**src/rtl/iic_reg_seq_pkg.sv**
```systemverilog
// Shared definitions for the table-driven I2C register sequencer:
// FSM state encoding, table entry layout and watchdog length.
package iic_reg_seq_pkg;

    typedef enum logic [3:0] {
        ST_PWRUP,
        ST_FETCH,
        ST_DECODE,
        ST_WR_TRIG,
        ST_WR_WAIT,
        ST_RD_TRIG,
        ST_RD_WAIT,
        ST_CHECK,
        ST_DLY,
        ST_NEXT,
        ST_DONE,
        ST_ERR
    } seq_state_t;

    // Register address value that marks a table entry as a pure delay.
    localparam logic [15:0] DELAY_MARK = 16'hFFFF;

    localparam int unsigned WDOG_CYCLES = 1024;
    localparam int unsigned WDOG_W      = $clog2(WDOG_CYCLES) + 1;

    function automatic logic [15:0] entry_addr(input logic [23:0] entry);
        return entry[23:8];
    endfunction

    function automatic logic [7:0] entry_data(input logic [23:0] entry);
        return entry[7:0];
    endfunction

endpackage

```
**src/rtl/iic_reg_seq_ms.sv**
```systemverilog
// Millisecond timer: loads a ms count and raises done in the last cycle
// of the interval. Comes out of reset already running PRELOAD_MS.
module ms_timer #(
    parameter int unsigned CYC_PER_MS = 10_000,
    parameter int unsigned MS_W       = 16,
    parameter int unsigned PRELOAD_MS = 0
) (
    input  logic            clk,
    input  logic            rst,
    input  logic            start,
    input  logic [MS_W-1:0] ms,
    output logic            running,
    output logic            done
);

    localparam int unsigned    CYC_W    = (CYC_PER_MS > 1) ? $clog2(CYC_PER_MS) : 1;
    localparam logic [CYC_W-1:0] CYC_LAST = CYC_W'(CYC_PER_MS - 1);

    logic [CYC_W-1:0] cyc_cnt;
    logic [MS_W-1:0]  ms_left;

    // done marks the final cycle, so the caller leaves its wait state on
    // the same edge the interval expires.
    assign done = running && (cyc_cnt == '0) && (ms_left == MS_W'(1));

    always_ff @(posedge clk or posedge rst) begin
        if (rst) begin
            running <= (PRELOAD_MS != 0);
            ms_left <= MS_W'(PRELOAD_MS);
            cyc_cnt <= CYC_LAST;
        end else if (start) begin
            running <= (ms != '0);
            ms_left <= ms;
            cyc_cnt <= CYC_LAST;
        end else if (running) begin
            if (cyc_cnt == '0) begin
                cyc_cnt <= CYC_LAST;
                ms_left <= ms_left - MS_W'(1);
                if (ms_left == MS_W'(1)) begin
                    running <= 1'b0;
                end
            end else begin
                cyc_cnt <= cyc_cnt - CYC_W'(1);
            end
        end
    end

endmodule

```
**src/rtl/iic_reg_seq.sv**
```systemverilog
// Table-driven I2C register sequencer: walks {addr,data} entries, writes each
// through the byte-level I2C driver and optionally reads it back to verify.
module iic_reg_seq
    import iic_reg_seq_pkg::*;
#(
    parameter int unsigned CLK_FRE   = 10_000_000,
    parameter logic [7:0]  DEV_ID    = 8'hB2,
    parameter int unsigned TBL_LEN   = 64,
    parameter int unsigned TBL_AW    = 6,
    parameter int unsigned PWRUP_MS  = 20,
    parameter bit          VERIFY    = 1'b1,
    parameter int unsigned MAX_RETRY = 3
) (
    input  logic              clk,
    input  logic              rst,
    output logic [TBL_AW-1:0] tbl_addr,
    input  logic [23:0]       tbl_data,
    output logic [7:0]        device_id,
    output logic              iic_trig,
    output logic              w_r,
    output logic [15:0]       addr,
    output logic [7:0]        data_in,
    input  logic              busy,
    input  logic [7:0]        data_out,
    input  logic              byte_over,
    output logic              init_over,
    output logic              error,
    output logic [TBL_AW-1:0] err_index
);

    localparam int unsigned CYC_PER_MS = CLK_FRE / 1000;
    localparam int unsigned RTY_W      = (MAX_RETRY > 0) ? $clog2(MAX_RETRY + 1) : 1;

    seq_state_t state, state_n;

    logic [TBL_AW-1:0] tbl_addr_n, err_index_n;
    logic              iic_trig_n, w_r_n, init_over_n, error_n;
    logic [15:0]       addr_n, ent_addr, ent_addr_n;
    logic [7:0]        data_in_n, ent_data, ent_data_n, rd_data, rd_data_n;
    logic [RTY_W-1:0]  retry, retry_n;
    logic [WDOG_W-1:0] wdog, wdog_n;
    logic              started, started_n, got_byte, got_byte_n;
    logic              fail;

    logic              tmr_start, tmr_running, tmr_done;
    logic [15:0]       dly_ms;

    assign device_id = DEV_ID;
    assign dly_ms    = {8'h00, entry_data(tbl_data)};

    ms_timer #(
        .CYC_PER_MS (CYC_PER_MS),
        .MS_W       (16),
        .PRELOAD_MS (PWRUP_MS)
    ) u_ms_timer (
        .clk     (clk),
        .rst     (rst),
        .start   (tmr_start),
        .ms      (dly_ms),
        .running (tmr_running),
        .done    (tmr_done)
    );

    always_comb begin
        state_n     = state;
        tbl_addr_n  = tbl_addr;
        ent_addr_n  = ent_addr;
        ent_data_n  = ent_data;
        rd_data_n   = rd_data;
        retry_n     = retry;
        wdog_n      = wdog;
        started_n   = started;
        got_byte_n  = got_byte;
        err_index_n = err_index;
        tmr_start   = 1'b0;
        fail        = 1'b0;

        unique case (state)
            ST_PWRUP: begin
                if (tmr_done || !tmr_running) begin
                    state_n = ST_FETCH;
                end
            end
            ST_FETCH: begin
                state_n = ST_DECODE;
            end
            ST_DECODE: begin
                ent_addr_n = entry_addr(tbl_data);
                ent_data_n = entry_data(tbl_data);
                if (entry_addr(tbl_data) == DELAY_MARK) begin
                    if (entry_data(tbl_data) == 8'h00) begin
                        state_n = ST_NEXT;
                    end else begin
                        tmr_start = 1'b1;
                        state_n   = ST_DLY;
                    end
                end else begin
                    state_n = ST_WR_TRIG;
                end
            end
            ST_WR_TRIG: begin
                started_n = busy;
                wdog_n    = WDOG_W'(1);
                state_n   = ST_WR_WAIT;
            end
            ST_WR_WAIT: begin
                if (!started) begin
                    if (busy) begin
                        started_n = 1'b1;
                    end else if (wdog == WDOG_W'(WDOG_CYCLES - 1)) begin
                        fail = 1'b1;
                    end else begin
                        wdog_n = wdog + WDOG_W'(1);
                    end
                end else if (!busy) begin
                    state_n = VERIFY ? ST_RD_TRIG : ST_NEXT;
                end
            end
            ST_RD_TRIG: begin
                started_n  = busy;
                got_byte_n = 1'b0;
                wdog_n     = WDOG_W'(1);
                state_n    = ST_RD_WAIT;
            end
            ST_RD_WAIT: begin
                // byte_over may coincide with busy falling, so capture it
                // independently of the handshake progress.
                if (byte_over) begin
                    rd_data_n  = data_out;
                    got_byte_n = 1'b1;
                end
                if (!started) begin
                    if (busy) begin
                        started_n = 1'b1;
                    end else if (wdog == WDOG_W'(WDOG_CYCLES - 1)) begin
                        fail = 1'b1;
                    end else begin
                        wdog_n = wdog + WDOG_W'(1);
                    end
                end else if (!busy) begin
                    state_n = ST_CHECK;
                end
            end
            ST_CHECK: begin
                if (!got_byte || (rd_data != ent_data)) begin
                    fail = 1'b1;
                end else begin
                    state_n = ST_NEXT;
                end
            end
            ST_DLY: begin
                if (tmr_done) begin
                    state_n = ST_NEXT;
                end
            end
            ST_NEXT: begin
                retry_n = '0;
                if (tbl_addr == TBL_AW'(TBL_LEN - 1)) begin
                    state_n = ST_DONE;
                end else begin
                    tbl_addr_n = tbl_addr + TBL_AW'(1);
                    state_n    = ST_FETCH;
                end
            end
            ST_DONE: state_n = ST_DONE;
            ST_ERR:  state_n = ST_ERR;
            default: state_n = ST_PWRUP;
        endcase

        if (fail) begin
            if (retry < RTY_W'(MAX_RETRY)) begin
                retry_n = retry + RTY_W'(1);
                state_n = ST_WR_TRIG;
            end else begin
                err_index_n = tbl_addr;
                state_n     = ST_ERR;
            end
        end

        // Driver-facing outputs are decoded from the next state so they
        // register together with it.
        iic_trig_n  = (state_n == ST_WR_TRIG) || (state_n == ST_RD_TRIG);
        w_r_n       = (state_n == ST_RD_TRIG) ? 1'b0 :
                      (state_n == ST_WR_TRIG) ? 1'b1 : w_r;
        addr_n      = iic_trig_n ? ent_addr_n : addr;
        data_in_n   = (state_n == ST_WR_TRIG) ? ent_data_n : data_in;
        init_over_n = (state_n == ST_DONE);
        error_n     = (state_n == ST_ERR);
    end

    always_ff @(posedge clk or posedge rst) begin
        if (rst) begin
            state     <= ST_PWRUP;
            tbl_addr  <= '0;
            iic_trig  <= 1'b0;
            w_r       <= 1'b1;
            addr      <= '0;
            data_in   <= '0;
            init_over <= 1'b0;
            error     <= 1'b0;
            err_index <= '0;
            ent_addr  <= '0;
            ent_data  <= '0;
            rd_data   <= '0;
            retry     <= '0;
            wdog      <= '0;
            started   <= 1'b0;
            got_byte  <= 1'b0;
        end else begin
            state     <= state_n;
            tbl_addr  <= tbl_addr_n;
            iic_trig  <= iic_trig_n;
            w_r       <= w_r_n;
            addr      <= addr_n;
            data_in   <= data_in_n;
            init_over <= init_over_n;
            error     <= error_n;
            err_index <= err_index_n;
            ent_addr  <= ent_addr_n;
            ent_data  <= ent_data_n;
            rd_data   <= rd_data_n;
            retry     <= retry_n;
            wdog      <= wdog_n;
            started   <= started_n;
            got_byte  <= got_byte_n;
        end
    end

endmodule

```
**config.mk**
```make
export PLATFORM = sky130hd
export DESIGN_NAME = iic_reg_seq
export DESIGN_NICKNAME = d
export VERILOG_FILES = /design/src/rtl/iic_reg_seq_pkg.sv /design/src/rtl/iic_reg_seq_ms.sv /design/src/rtl/iic_reg_seq.sv
export SDC_FILE = /design/constraint.sdc
export NUM_CORES = 1
export LEC_CHECK = 0
export BUFFER_PORTS_ARGS = -buffer_cell sky130_fd_sc_hd__buf_2
export CAP_MARGIN = 10
export CELL_PAD_IN_SITES_DETAIL_PLACEMENT = 1
export CELL_PAD_IN_SITES_GLOBAL_PLACEMENT = 2
export CORE_UTILIZATION = 34
export CTS_CLUSTER_DIAMETER = 120
export CTS_CLUSTER_SIZE = 8
export DETAILED_ROUTE_END_ITERATION = 8
export PLACE_DENSITY = 0.85
export RECOVER_POWER = 50
export SYNTH_ARGS = -nofsm -noshare
export SYNTH_HDL_FRONTEND = slang
export SYNTH_SLANG_ARGS = --single-unit
```
**constraint.sdc**
```tcl
create_clock -name clk -period 3.42 [get_ports clk]
set_input_delay 0.342 -clock clk [delete_from_list [all_inputs] [get_ports clk]]
set_output_delay 0.342 -clock clk [all_outputs]
set_load 0.005 [all_outputs]
```
; ---- Word-level counts from Yosys, hierarchy flattened
; Cells that the tools add are included.
; Widths: inputs -> output; s select.
[totals]
regBits = 122
in_bits = 36
out_inout_bits = 48
elab_cells = 122
[classes]
n_addsub = 5
n_lt_le_gt_ge = 1
n_eq_ne = 24
mux = 47
bitwise = 2
n_reduce_logical = 24
[op_table]
columns = cell, n
row1 = $mux 16, 4
row2 = $pmux 4 s12, 1
row3 = $mux 4, 11
row4 = $mux 14, 3
row5 = $mux 11, 3
row6 = $eq 4x4->1 const B, 6
row7 = $pmux 11 s2, 1
row8 = $eq 4x3->1 const B, 5
row9 = $mux 1, 17
row10 = $eq 16x1->1 const B, 1
row11 = $eq 16x16->1 const B, 1
row12 = $reduce_bool 16->1, 1
row13 = $sub 16x1->16 const B, 1
row14 = $logic_not 14->1, 1
row15 = $sub 14x1->14 const B, 1
row16 = $eq 4x2->1 const B, 3
row17 = $add 11x1->11 const B, 1
row18 = $eq 11x10->1 const B, 1
row19 = $reduce_and 2->1, 5
row20 = $reduce_bool 2->1, 5
row21 = $logic_not 8->1, 1
row22 = $mux 8, 1
row23 = $ne 2x2->1 const B, 4
row24 = $ne 8x8->1, 1
row25 = other kinds (14), 24

; ---- Longest topological paths before layout
; Gate-level depths: netlist of the first run.
[depth]
depth_word = 10
depth_mapped = 12
ltp_nobuf = 9

; ---- Cells and area by module
; From an unflattened synthesis of the first run, not the netlist that was laid out.
[unflattened]
cells_unflattened = 542
hier_area_um2 = 6075.8
[modules_own_cells]
columns = mod, n_inst, cells_per_inst, area_per_inst_um2, seq_area_each_um2
row1 = iic_reg_seq, 1, 337, 4180.3, 2278.4
row2 = ms_timer, 1, 205, 1895.6, 789.5

; ---- Worst setup path before layout of the first run
; OpenSTA, ideal clock, no wires.
[synth_timing]
path_kind = flip-flop to flip-flop
startpoint = register u_ms_timer.cyc_cnt[4]
endpoint = register addr[0]
setup_time_ps = 125
t_arrival_ps = 2544
required_ps = 3295
slack_ps = 751
stages_incl_launch_ff = 12
path_buffers = 4
period_less_slack_ps = 2669
cell_sequence = dfrtp_1 > or4_1 > buf_2 > nor4_4 > nand4_1 > a21oi_1 > o21a_1 > buf_6 > nand2b_4 > buf_12 > buf_12 > mux2_4
[synth_between]
elab_chain_len = 9
word_cells_on_any_way = 11
cone_classes = eq/ne (2) / mux (4) / reduce/logical (5)
[synth_rtl]
columns = element, line
row1 = from (decl), iic_reg_seq_ms.sv:19  ; logic [CYC_W-1:0] cyc_cnt;
row2 = from (signal assigned), iic_reg_seq_ms.sv:43  ; cyc_cnt <= cyc_cnt - CYC_W'(1);
row3 = $logic_not 14->1 *, iic_reg_seq_ms.sv:24  ; assign done = running && (cyc_cnt == '0) && (ms_left == MS_W'(1));
row4 = $logic_and 1x1->1 * (2 in series), iic_reg_seq_ms.sv:24
row5 = $logic_or 1x1->1, iic_reg_seq.sv:80  ; if (tmr_done || !tmr_running) begin
row6 = $mux 4, iic_reg_seq.sv:80
row7 = $pmux 4 s12 *, iic_reg_seq.sv:78  ; unique case (state)
row8 = $mux 4 *, iic_reg_seq.sv:170  ; if (fail) begin
row9 = $eq 4x2->1 or $eq 4x3->1 (tied branches), iic_reg_seq.sv:182  ; iic_trig_n = (state_n == ST_WR_TRIG) || (state_n == ST_RD_TRIG);
row10 = $logic_or 1x1->1 *, iic_reg_seq.sv:182
row11 = named net iic_trig_n, iic_reg_seq.sv:37  ; logic iic_trig_n, w_r_n, init_over_n, error_n;
row12 = to (signal assigned), iic_reg_seq.sv:214  ; addr <= addr_n;
row13 = to (decl), iic_reg_seq.sv:21  ; output logic [15:0] addr,
; Mark *: on every way through the listed nets, which the timed path passes. The rest lies on a longest branch.
; A chain may end at the register's enable or synchronous reset.

; ---- Worst setup path after layout of the first run
[layout_timing]
startpoint = register u_ms_timer.cyc_cnt[4]
endpoint = register u_ms_timer.ms_left[14]
[layout_between]
elab_chain_len = 3
[layout_rtl]
columns = element, line
row1 = $logic_not 14->1, iic_reg_seq_ms.sv:36  ; if (cyc_cnt == '0) begin
row2 = $reduce_bool 2->1 (no line), -
row3 = $reduce_and 2->1 (no line), -
row4 = to (signal assigned), iic_reg_seq_ms.sv:29  ; ms_left <= MS_W'(PRELOAD_MS);
row5 = to (signal assigned), iic_reg_seq_ms.sv:33  ; ms_left <= ms;
row6 = to (signal assigned), iic_reg_seq_ms.sv:38  ; ms_left <= ms_left - MS_W'(1);
row7 = to (decl), iic_reg_seq_ms.sv:20  ; logic [MS_W-1:0] ms_left;
; Every way passes these cells.

==> flow_summary.yaml, run 1 <==
setup_path:
  critPathArrivalTime_ns: 3.19
  r2r_slack_ns: 0.51
  start_kind: "register"
  end_kind: "register"
  cp.required_ns: 3.70
  path_delay_family: "simple AND/OR/NAND/NOR gates"
  slowest_stage: "or4_1"
  path_cells: "or4_1 > nor4_2 > a32oi_1 > nor3_1 > nand3b_1 > xor2_1 > nor2_1"
  worstReg2RegEnd: "u_ms_timer.ms_left[14]$_DFFE_PP0P_"
  r2r_cells: 7
  critPathKind: "register to register"
  max_stage_delay_ns: 0.69
  timing.critical_path.buf_inv: 0
  cp_max_fo: 10
  reg2reg_from: "u_ms_timer.cyc_cnt[4]$_DFFE_PP0P_"
grt:
  grt_pass1_wl_um: 23300
  grt_pass1_vias: 4471
  grt_max_degree: 49
  grt_usage_pct: 16.9
  gr-total-overflow: 0
  antenna_found_initial: 0
yosys:
  netlist_area_sq_um: 5820
  synth.distinct_cells: 62
  synth_common_cells: "dfrtp_1 (110), mux2_2 (53), nand2_1 (42)"
  synthCells: 509
  synth_edf_count: 0
  synth-seq-cells: 122
  async_flop_share_pct: 100
  ys_top_cells_by_area: "dfrtp_1 (47%), mux2_2 (10%), dfstp_2 (5.4%), xnor2_1 (3.8%), xor2_1 (2.9%)"
  netlist.top_cell.by_area: "dfrtp_1"
  yosys.area.top_type_share_pct: 47.3
  synth.most_common_cell: "dfrtp_1"
  postSynthAreaPerCell_sq_um: 11.4
  synth_ff_type: "dfrtp_1"
  yosys_warnings: 0
  yosysSeqAreaShare_pct: 52.7
hold_path:
  holdPathEnd: "rd_data[2]$_DFFE_PP0P_"
  worstHoldPathType: "input pin to register"
  worst_hold_startpoint: "data_out[2]"
  hold_depth: 2
placement:
  port_buffers: 75
  dp_hpwl_um: 9990
  gp_congestion: 0.790
  placed_cell_area_sq_um: 6380
cts:
  path_clk_slew_ns: 0.05
  cts_resized: 0
  cts_max_path_buffers: 2
  hold_buffers: 0
  clk_latency_ns: 0.42
  cts_tree: "done"
  clock-sinks: 122
  h-tree-depth: 4
  ctsRootBufferMaster: "clkbuf_16"
  cts_made_buffers: 17
  cts_setup_buffers: 0
floorplan:
  core-area_sq_um: 16600
  rows: 47
  initial_utilization_pct: 35.0
  io_pins: 84
  dieArea_sq_um: 17700
  die_h_um: 133
  die-width_um: 133
outcome:
  outcome: "complete, but fails checks"
  violations: "max-capacitance violations, max-slew violations"
routing:
  wl_per_cell_um: 16.9
  drt_iter0_markers: 113
  dr.pass1.iters: 4
  drt_wl_total_um: 13900
  num_vias: 4109
  antenna_left: 0
  via_per_inst: 5.01
  drcViolationCount: 0
pwr:
  p_switching_uw: 1840
  power_uw: 5690
  seqPwrFrac_pct: 39.0
  peakVddDrop_mv: 0.487
  p_comb_share_pct: 32.5
  p_sw_share_pct: 32.4
  pwr-share-clk_pct: 28.5
  internal-power_uw: 3850
  power.density_nw_per_um2: 826
  p_leak_uw: 0.00300
sta:
  hold_viol: 0
  slew_viol_final: 49
  skew_ns: 0.00726
  fin_setup_tns_ns: 0
  fmax_ghz: 0.343
  rsz0062_at_grt: "false"
  tightest_slew_ns: 2.07
  relSlewSlack_pct: -38.8
  setup_viol: 0
  fin_crit_sh_pct: 85.1
  period_needed_ns: 2.91
final_layout:
  fin_util_pct: 41.4
  design_area_sq_um: 6890
  finalNetCount: 631
  diodes: 0
  area_growth_pct: 18.3
  drive_above_1_share_pct: 31.3
run:
  maxCapViolCount: 1
## sequential cells by signal (all words and copies together) (netlist names), 2 cells and up
| signal | cells |
|---|---|
| tbl_addr | 6 |
| rd_data | 8 |
| ent_addr | 16 |
| ent_data | 8 |
| wdog | 11 |
| err_index | 6 |
| data_in | 8 |
| retry | 2 |
| u_ms_timer.ms_left | 16 |
| u_ms_timer.cyc_cnt | 14 |
| addr | 16 |
| state | 4 |
## logic make-up (layout without fill, tap and decap cells)
logic type / after synthesis / in the layout / share of synthesized area (%)
simple gates: 179 / 179 / 16.7
xor+xnor: 44 / 44 / 6.62
flops: 122 / 122 / 52.7
buf+inv: 39 / 124 / 3.74
fa+ha+maj: 7 / 7 / 1.50
compound gates: 52 / 52 / 5.67
other cells: 2 / 8 / 0.129
mux: 64 / 64 / 12.9
## power groups by stage
stage	sequential [uW]	clock [uW]	combinational, uW
2_1_floorplan	2130	0	1510
3_3_place_gp	2200	0	1780
3_5_place_dp	2220	0	1880
4_1_cts	2220	1660	1890
5_1_grt	2270	1710	2040
6_report	2220	1620	1850
## placed cells by master, fill, tap and decap left out, types with 2 or more instances in the layout
cell type / n
dfrtp_1: 110
buf_2: 66
mux2_2: 53
nand2_1: 42
nor2_1: 39
xnor2_1: 25
o21ai_0: 19
xor2_1: 19
clkbuf_16: 17
nand4_1: 14
inv_1: 12
dfstp_2: 12
nand3_1: 11
nor4_1: 11
nor3_1: 11
clkbuf_1: 11
a21oi_1: 10
mux2_4: 9
and3_1: 8
conb_1: 8
ha_1: 7
or3_1: 6
nand2b_1: 5
or4_1: 5
or2_2: 4
o21a_1: 4
a21boi_0: 4
inv_6: 4
clkinv_4: 3
clkinvlp_4: 3
buf_4: 3
nor3b_1: 2
and2_1: 2
o211ai_1: 2
nand3b_1: 2
nor4_2: 2
and4b_1: 2
nor2b_1: 2
clkinv_2: 2
## cell type report
type | instances | area [sq um]
Clock buffer | 19 | 443
Sequential cell | 122 | 3070
Clock inverter | 12 | 93.8
Multi-Input combinational cell | 354 | 2560
Fill cell | 1842 | 9750
Tap cell | 220 | 275
Inverter | 13 | 50.0
Timing Repair Buffer | 80 | 395
## metrics by stage
step	hold slack (ns)	setup slack, ns	cells
finish	0.163	0.508	820
global route	0.165	0.211	820
CTS	0.149	0.488	820
detailed placement	0.489	0.464	789
global placement	0.466	0.432	789
floorplan	0.447	0.751	515
## worst max-delay path by stage
| stage | from | end | cells after the start |
|---|---|---|---|
| after floorplan | u_ms_timer.cyc_cnt[4]$_DFFE_PP0P_ | addr[0]$_DFFE_PP0P_ | 11 |
| after global placement | tbl_data[22] | u_ms_timer.cyc_cnt[5]$_DFFE_PP0P_ | 8 |
| after detailed placement | tbl_data[22] | u_ms_timer.cyc_cnt[11]$_DFFE_PP0P_ | 8 |
| after CTS | u_ms_timer.cyc_cnt[4]$_DFFE_PP0P_ | u_ms_timer.ms_left[14]$_DFFE_PP0P_ | 7 |
| after global routing | u_ms_timer.cyc_cnt[4]$_DFFE_PP0P_ | u_ms_timer.ms_left[14]$_DFFE_PP0P_ | 7 |
| final | u_ms_timer.cyc_cnt[4]$_DFFE_PP0P_ | u_ms_timer.ms_left[14]$_DFFE_PP0P_ | 7 |
## worst reg2reg max path: cells and delay by family (launching register included)
| family | cells | cell delay (ns) |
|---|---|---|
| flip-flops | 1 | 0.39 |
| XOR/XNOR | 1 | 0.16 |
| AO/OA/AOI/OAI | 1 | 0.34 |
| AND/OR/NAND/NOR | 5 | 1.89 |
## layer usage
| metal | wire, um | share of wire [%] | global-route usage [%] |
|---|---|---|---|
| met1 | 6220 | 45 | 21.3 |
| met2 | 6990 | 50 | 28.1 |
| met3 | 454 | 3.3 | 3.75 |
| met4 | 215 | 1.5 | 6.64 |
| met5 | 0 | 0 | 0 |
(Power assumes the default switching activity.)
==> run 2: changes to the inputs <==
--- a/config.mk
+++ b/config.mk
@@ -9,6 +9,7 @@
 export CAP_MARGIN = 10
 export CELL_PAD_IN_SITES_DETAIL_PLACEMENT = 1
 export CELL_PAD_IN_SITES_GLOBAL_PLACEMENT = 2
+export CORE_MARGIN = 10
 export CORE_UTILIZATION = 34
 export CTS_CLUSTER_DIAMETER = 120
 export CTS_CLUSTER_SIZE = 8
==> run 2 against run 1 <==
The run still ends with max-capacitance violations, max-slew violations left. Flip-flop and latch count unchanged. Routed wire length grew 5.9%. Utilization rose by 0.41 points. Largest power group unchanged.
==> flow_summary.yaml, run 2 (synthesis results as in run 1) <==
outcome:
  outcome: "complete, but fails checks"
  violations: "max-capacitance violations, max-slew violations"
cts:
  h-tree-depth: 4
  cts_made_buffers: 17
  clk_latency_ns: 0.42
  clock-sinks: 122
  hold_buffers: 0
  cts_max_path_buffers: 2
  path_clk_slew_ns: 0.05
  cts_setup_buffers: 0
  ctsRootBufferMaster: "clkbuf_16"
  cts_resized: 0
  cts_tree: "done"
setup_path:
  critPathArrivalTime_ns: 3.12
  end_kind: "register"
  r2r_slack_ns: 0.59
  r2r_cells: 8
  reg2reg_from: "state[2]$_DFF_PP0_"
  critical_path.startpoint: "state[2]$_DFF_PP0_"
  start_kind: "register"
  critPathKind: "register to register"
  cp_max_fo: 25
  cp.required_ns: 3.71
  worstReg2RegEnd: "u_ms_timer.cyc_cnt[5]$_DFFE_PP0P_"
  crit_end: "u_ms_timer.cyc_cnt[5]$_DFFE_PP0P_"
floorplan:
  die_h_um: 151
  dieArea_sq_um: 22800
  die-width_um: 151
  initial_utilization_pct: 34.9
  io_pins: 84
  core-area_sq_um: 16700
  rows: 47
sta:
  tightest_slew_ns: 2.66
  setup_viol: 0
  slew_viol_final: 123
  fin_setup_tns_ns: 0
  fin_crit_sh_pct: 82.8
  setup_slack_ns: 0.587
  skew_ns: 0.0106
  hold_viol: 0
  fmax_ghz: 0.353
  period_needed_ns: 2.83
  relSlewSlack_pct: -77.3
  rsz0062_at_grt: "false"
final_layout:
  final_common_cell: "dfrtp_1"
  multi_input_area_sq_um: 2560
  area.sequential_sq_um: 3070
  design_area_sq_um: 6980
  top_regs: "addr: 16 flops, ent_addr: 16 flops, u_ms_timer.ms_left: 16 flops"
  drive_above_1_share_pct: 29.6
  area_growth_pct: 19.9
  diodes: 0
  layout_common_cells: "dfrtp_1 (110), buf_2 (55), mux2_2 (53), nand2_1 (42), nor2_1 (39)"
  fillers: 1885
  finalNetCount: 635
placement:
  dp_hpwl_um: 10600
  port_buffers: 75
  gp_congestion: 0.783
  post-place-ws_ns: 0.586
  placed_cell_area_sq_um: 6410
run:
  maxCapViolCount: 1
grt:
  antenna_found_initial: 0
  grt_pass1_wl_um: 24400
  grt_usage_pct: 13.4
  gr-total-overflow: 0
  grt_pass1_vias: 4694
  grt_max_degree: 123
routing:
  drt_iter0_markers: 140
  antenna_left: 0
  via_per_inst: 5.05
  dr.pass1.iters: 4
  wl_per_cell_um: 17.8
  drcViolationCount: 0
  num_vias: 4164
  drt_wl_total_um: 14700
pwr:
  p_leak_uw: 0.00301
  power.density_nw_per_um2: 845
  peakVddDrop_mv: 0.484
hold_path:
  hold_depth: 2
  worstHoldPathType: "input pin to register"
[run 2: cell count changes in the layout (fill, tap and decap cells not counted), sizes merged]
cell      delta
clkbuf      +14
buf          -6
inv          -4
bufinv       +3
clkinv       -1
clkinvlp     -1
[run 2: cell type report]
| type | count | share of cell area [%] |
|---|---|---|
| Sequential cell | 122 | 44.0 |
| Inverter | 13 | 0.753 |
| Tap cell | 220 | 3.94 |
| Multi-Input combinational cell | 354 | 36.7 |
| Clock inverter | 9 | 2.01 |
| Timing Repair Buffer | 84 | 5.93 |
| Clock buffer | 23 | 6.70 |
[run 2: worst min-delay path by stage]
stage	start	to	slack, ns
2_1_floorplan	tbl_data[1]	u_ms_timer.ms_left[1]$_DFFE_PP0P_	0.45
3_3_place_gp	addr[9]$_DFFE_PP0P_	addr[9]$_DFFE_PP0P_	0.47
3_5_place_dp	addr[9]$_DFFE_PP0P_	addr[9]$_DFFE_PP0P_	0.48
4_1_cts	rst	data_in[5]$_DFFE_PP0N_	0.15
5_1_grt	data_out[5]	rd_data[5]$_DFFE_PP0P_	0.15
6_report	data_out[5]	rd_data[5]$_DFFE_PP0P_	0.16
[run 2: layer usage]
| metal | up-vias | global-route usage, % | routed length [um] |
|---|---|---|---|
| met2 | 86 | 22.6 | 7350 |
| met1 | 2127 | 15.8 | 6340 |
| li1 | 1938 | - | - |
| met4 | 0 | 3.90 | 168 |
| met3 | 13 | 4.59 | 846 |
| met5 | - | 0 | 0 |
[run 2: through the flow]
step	utilization [%]	total power, uW	instances	hold slack [ns]
5_1_grt	41.8	6250	825	0.151
6_report	41.8	5900	825	0.164
3_5_place_dp	38.4	4120	793	0.479
3_3_place_gp	38.4	4010	793	0.468
4_1_cts	42.0	6000	825	0.150
2_1_floorplan	-	3640	515	0.447
[run 2: critical path, stage by stage, from the launching register on]
cell and delay, ns:
dfrtp_1 0.53, or3b_1 0.51, nor2_2 0.16, buf_4 0.35, and3_1 0.35, o211ai_1 0.25
nor4_1 0.31, xnor2_1 0.17, nor2_1 0.07
[run 2: where the power goes]
group          internal, uW  switching, uW  total (uW)
sequential             1900            301        2200
clock                  1190            646        1840
combinational           993            874        1870
total                  4080           1820        5900
